==> config.mk <==
export PLATFORM = sky130hd
export DESIGN_NAME = multicycle_main_fsm
export DESIGN_NICKNAME = d
export VERILOG_FILES = /design/src/rtl/multicycle_main_fsm.sv
export SDC_FILE = /design/constraint.sdc
export NUM_CORES = 1
export LEC_CHECK = 0
export ABC_AREA = 1
export CAP_MARGIN = 20
export CORE_AREA = 2 2 39 41
export CTS_BUF_LIST = sky130_fd_sc_hd__clkbuf_8
export DETAILED_ROUTE_END_ITERATION = 10
export DIE_AREA = 0 0 41 43
export DONT_BUFFER_PORTS = 1
export PLACE_DENSITY_LB_ADDON = 0.1
export SLEW_MARGIN = 0
export SYNTH_ARGS = -nofsm -noshare
export SYNTH_HDL_FRONTEND = slang
export SYNTH_SLANG_ARGS = --single-unit
==> constraint.sdc <==
create_clock -name clk -period 1.45 [get_ports clk]
set_clock_uncertainty 0.05 [all_clocks]
set_input_delay 0 -clock clk [delete_from_list [all_inputs] [get_ports clk]]
set_output_delay 0 -clock clk [all_outputs]
set_load 0.02 [all_outputs]
==> src/rtl/multicycle_main_fsm.sv <==
// Multi-cycle core main control FSM; lw 5, sw/R/I/jal 4, beq 3 cycles with zero-wait memory.
// Memory backpressure: FETCH/MEMREAD/MEMWRITE hold their request until MemReady is seen.
module multicycle_main_fsm #(
   parameter bit MEM_WAIT_EN = 1'b1
) (
   input  logic       clk,
   input  logic       rst_n,
   input  logic [6:0] Opcode,
   input  logic       Zero,
   input  logic       MemReady,
   output logic       PCWrite,
   output logic       AdrSrc,
   output logic       MemRead,
   output logic       MemWrite,
   output logic       IRWrite,
   output logic [1:0] ResultSrc,
   output logic [1:0] ALUSrcA,
   output logic [1:0] ALUSrcB,
   output logic [1:0] ALUOpcode,
   output logic       RegWrite,
   output logic       InstrDone,
   output logic       IllegalInstr,
   output logic [3:0] State
);

   typedef enum logic [3:0] {
      FETCH    = 4'd0,
      DECODE   = 4'd1,
      MEMADR   = 4'd2,
      MEMREAD  = 4'd3,
      MEMWB    = 4'd4,
      MEMWRITE = 4'd5,
      EXECR    = 4'd6,
      EXECI    = 4'd7,
      ALUWB    = 4'd8,
      BEQ      = 4'd9,
      JAL      = 4'd10,
      TRAP     = 4'd11
   } state_t;

   state_t state, state_nxt;
   logic   mem_rdy;
   logic   pc_update;
   logic   branch;

   assign mem_rdy = MEM_WAIT_EN ? MemReady : 1'b1;

   always_ff @(posedge clk or negedge rst_n) begin
      if (!rst_n) state <= FETCH;
      else        state <= state_nxt;
   end

   always_comb begin
      state_nxt = state;
      unique case (state)
         FETCH:    if (mem_rdy) state_nxt = DECODE;
         DECODE: begin
            unique case (Opcode)
               7'b0000011, 7'b0100011: state_nxt = MEMADR;
               7'b0110011:             state_nxt = EXECR;
               7'b0010011:             state_nxt = EXECI;
               7'b1100011:             state_nxt = BEQ;
               7'b1101111:             state_nxt = JAL;
               default:                state_nxt = TRAP;
            endcase
         end
         MEMADR:   state_nxt = Opcode[5] ? MEMWRITE : MEMREAD;
         MEMREAD:  if (mem_rdy) state_nxt = MEMWB;
         MEMWB:    state_nxt = FETCH;
         MEMWRITE: if (mem_rdy) state_nxt = FETCH;
         EXECR:    state_nxt = ALUWB;
         EXECI:    state_nxt = ALUWB;
         ALUWB:    state_nxt = FETCH;
         BEQ:      state_nxt = FETCH;
         JAL:      state_nxt = ALUWB;
         TRAP:     state_nxt = TRAP;
         default:  state_nxt = TRAP;
      endcase
   end

   always_comb begin
      pc_update    = 1'b0;
      branch       = 1'b0;
      AdrSrc       = 1'b0;
      MemRead      = 1'b0;
      MemWrite     = 1'b0;
      IRWrite      = 1'b0;
      ResultSrc    = 2'b00;
      ALUSrcA      = 2'b00;
      ALUSrcB      = 2'b00;
      ALUOpcode    = 2'b00;
      RegWrite     = 1'b0;
      InstrDone    = 1'b0;
      IllegalInstr = 1'b0;
      unique case (state)
         FETCH: begin
            MemRead   = 1'b1;
            ALUSrcB   = 2'b10;
            ResultSrc = 2'b10;
            IRWrite   = mem_rdy;
            pc_update = mem_rdy;
         end
         DECODE: begin
            ALUSrcA = 2'b01;
            ALUSrcB = 2'b01;
         end
         MEMADR: begin
            ALUSrcA = 2'b10;
            ALUSrcB = 2'b01;
         end
         MEMREAD: begin
            AdrSrc  = 1'b1;
            MemRead = 1'b1;
         end
         MEMWB: begin
            ResultSrc = 2'b01;
            RegWrite  = 1'b1;
            InstrDone = 1'b1;
         end
         MEMWRITE: begin
            AdrSrc    = 1'b1;
            MemWrite  = 1'b1;
            InstrDone = mem_rdy;
         end
         EXECR: begin
            ALUSrcA   = 2'b10;
            ALUOpcode = 2'b10;
         end
         EXECI: begin
            ALUSrcA   = 2'b10;
            ALUSrcB   = 2'b01;
            ALUOpcode = 2'b10;
         end
         ALUWB: begin
            RegWrite  = 1'b1;
            InstrDone = 1'b1;
         end
         BEQ: begin
            ALUSrcA   = 2'b10;
            ALUOpcode = 2'b01;
            branch    = 1'b1;
            InstrDone = 1'b1;
         end
         JAL: begin
            ALUSrcA   = 2'b01;
            ALUSrcB   = 2'b10;
            pc_update = 1'b1;
         end
         TRAP:    IllegalInstr = 1'b1;
         default: IllegalInstr = 1'b1;
      endcase

      PCWrite = pc_update | (branch & Zero);
      State   = state;

      // Reset holds the state at FETCH, which would otherwise raise MemRead.
      if (!rst_n) begin
         PCWrite      = 1'b0;
         AdrSrc       = 1'b0;
         MemRead      = 1'b0;
         MemWrite     = 1'b0;
         IRWrite      = 1'b0;
         ResultSrc    = 2'b00;
         ALUSrcA      = 2'b00;
         ALUSrcB      = 2'b00;
         ALUOpcode    = 2'b00;
         RegWrite     = 1'b0;
         InstrDone    = 1'b0;
         IllegalInstr = 1'b0;
         State        = 4'd0;
      end
   end

endmodule

==> results.json <==
{
  "grt_overflow_total": 0,
  "fillers": 147,
  "die_x_um": 41,
  "post-synth-top-count-cell": "nand2_1",
  "wire_per_inst_um": 11.9,
  "core_um2": 1380,
  "final_layout_size_suffix_gt1_share_pct": 37.5,
  "fin_crit_ps": 1460,
  "worstPathMaxFanout": 6,
  "setup_slack_ps": -6.59,
  "final-hold-violation-count": 0,
  "multi_input_area_um2": 409,
  "rr_worst_depth": 8,
  "maxCapViolCount": 0,
  "hp-class": "input port to flop",
  "syn-num-nets": 112,
  "row_count": 14,
  "worst_pin_slew_ps": 371,
  "cp.required_ps": 1400,
  "areaGrowthSynthToFinish_pct": 42.5,
  "biggestRegsByFlops": "state (4)",
  "synthesis.area_um2": 559,
  "seq_area_um2": 104,
  "die_y_um": 43,
  "max_freq_mhz": 687,
  "ys_ff_latch": 4,
  "ys_warn_count": 0,
  "syn_inst": 101,
  "vias": 704,
  "startpoint_type": "flop",
  "powerDensity_nw_per_um2": 475,
  "synth-edff-count": 0,
  "cts_root_buf": "clkbuf_8",
  "cts_num_sinks": 4,
  "syn_avg_cell_area_um2": 5.54,
  "irDropWorstVdd_uv": 531,
  "rsz0062_at_grt": "yes",
  "portBuffers": 0,
  "top_register": "state",
  "first_pass_iters": 6,
  "clock_latency_ps": 220,
  "clk_pin_slew_ps": 30,
  "arrival_ps": 1410,
  "initial_core_util_pct": 40.4,
  "ys_seq_area_share_pct": 17.9,
  "ff2ff_setup_slack_ps": 80,
  "grt_pass1_wl_um": 2390,
  "yosys_most_used_dff": "dfrtp_1",
  "ys_top_cells_by_area": "dfrtp_1, nand2_1, inv_1, nand3_1, nor2_1",
  "synth_common_cells": "nand2_1, inv_1, nor2_1",
  "dieArea_um2": 1760,
  "setup_viol": 1,
  "yosysTopAreaCellShare_pct": 17.9,
  "p_total_w": 0.000379,
  "setup-tns-final_ps": -6.59,
  "antennaDiodeCount": 0,
  "whs_path_depth": 4,
  "whs_ps": 0.0537,
  "p_leak_nw": 0.390,
  "r2r-start": "state[3]$_DFFE_PN0P_",
  "worstHoldEndpoint": "state[2]$_DFFE_PN0P_",
  "grt_max_degree": 12,
  "crit_type": "flop to output port",
  "cts_tree": "built",
  "route.detailed.drc": 0,
  "failed_checks": "setup timing",
  "num_io_pins": 31,
  "maxSlewViolCount": 0,
  "dpl_cell_area_um2": 658,
  "holdCritStartpoint": "Opcode[5]",
  "timing.slew.headroom_pct": 75.2,
  "cts_buffers": 3,
  "endpoint_kind": "output port",
  "routed_wl_um": 1610,
  "grt_usage_pct": 20.4,
  "status": "finished with violations",
  "timing.rr.end": "state[2]$_DFFE_PN0P_",
  "antenna_found_initial": 0,
  "grt_pass1_vias": 577,
  "yosys.cell_types.count": 22,
  "drt_iter0_drc": 12,
  "synthArstFlopShare_pct": 100,
  "largest_register_ffs": 4,
  "final_area_um2": 797,
  "nets": 133,
  "viasPerCell": 5.18,
  "yosysTopAreaCell": "dfrtp_1",
  "place_hpwl_um": 1210,
  "cts_buffer_depth": 2,
  "gp_congestion": 0.823,
  "final_antenna_net_count": 0,
  "finalCritPeriodShare_pct": 100,
  "cts-htree-levels": 1
}
power by group:
group	total [W]	switching [W]	leakage [nW]	internal (W)
sequential	0.000112	0	0.0393	0.000112
combinational	0.0000361	0.0000261	0.329	0.0000100
clock	0.000230	0.0000536	0.0216	0.000177
total	0.000379	0.0000796	0.390	0.000299
per-stage QoR:
step | std cells | utilization (%) | setup slack, ps
final | 136 | 57.6 | -6.59
after CTS | 135 | 54.7 | 6.26
after detailed placement | 126 | 47.6 | 126
after global routing | 136 | 57.6 | -67.3
after floorplan | 101 | - | 78.9
after global placement | 126 | 47.6 | 130
final cells by class:
class	count	share of cell area, %
clock buffer	3	5.18
multi-input combinational	73	51.3
inverter	22	10.4
sequential	4	13.0
timing repair buffer	18	17.6
tap	16	2.51
cells in the final DEF, fill, tap and decap left out:
cell type,synthesis,routed
nand4_2,1,1
inv_1,19,16
nor2_4,2,4
clkbuf_8,0,3
o21ai_2,1,1
o21ai_1,0,1
nor2_2,3,2
nand2_1,23,20
nand4_1,1,1
nand3_2,0,2
nand3_1,9,7
nor2_1,12,11
dfrtp_1,4,1
buf_4,0,16
nand2_2,2,5
a21oi_1,5,5
a22oi_1,2,2
dlygate4sd3_1,0,2
o21ai_0,6,5
inv_2,3,6
a31oi_1,1,1
a211oi_1,1,1
nor3_2,1,1
nor3_1,2,1
dfrtp_2,0,3
o22ai_1,1,1
nor3_4,0,1
layer usage:
metal	global-route usage, %	wire length, µm	vias up
met5	0	0	-
met4	8.00	8	0
met3	5.24	92	3
met2	32.5	841	23
met1	24.8	671	319
li1	-	-	359
critical path: stages (launching register included):
cell	delay, ps
dfrtp_2	460
nor2_4	130
inv_2	70
nor2_1	90
nand2_1	90
o22ai_1	170
buf_4	170
logic make-up after synthesis:
logic type / Yosys count / share of synthesized area, %
compound gates: 17 / 17.7
buf+inv: 24 / 16.3
flops: 4 / 17.9
simple gates: 56 / 48.1
timing repair:
| action | in CTS | in global routing |
|---|---|---|
| endpoints found under the setup margin | 8 | 14 |
| hold buffers | 2 | 0 |
| gates resized for setup | 4 | 12 |
| gates cloned | 0 | 0 |
| pin swaps | 2 | 3 |
| buffers inserted | 4 | 1 |
| endpoints found under the hold margin | 5 | 0 |
how the worst max path moves through the flow:
stage | start | endpoint | slack, ps | cells after the start
6_report | state[3]$_DFFE_PN0P_ | InstrDone | -7 | 6
5_1_grt | state[3]$_DFFE_PN0P_ | InstrDone | -70 | 6
4_1_cts | state[2]$_DFFE_PN0P_ | PCWrite | 6 | 6
3_5_place_dp | state[1]$_DFFE_PN0P_ | state[2]$_DFFE_PN0P_ | 130 | 6
3_3_place_gp | state[1]$_DFFE_PN0P_ | state[2]$_DFFE_PN0P_ | 130 | 6
2_1_floorplan | state[3]$_DFFE_PN0P_ | ALUSrcA[1] | 80 | 5
No activity file was read; power rests on OpenSTA's default activity.
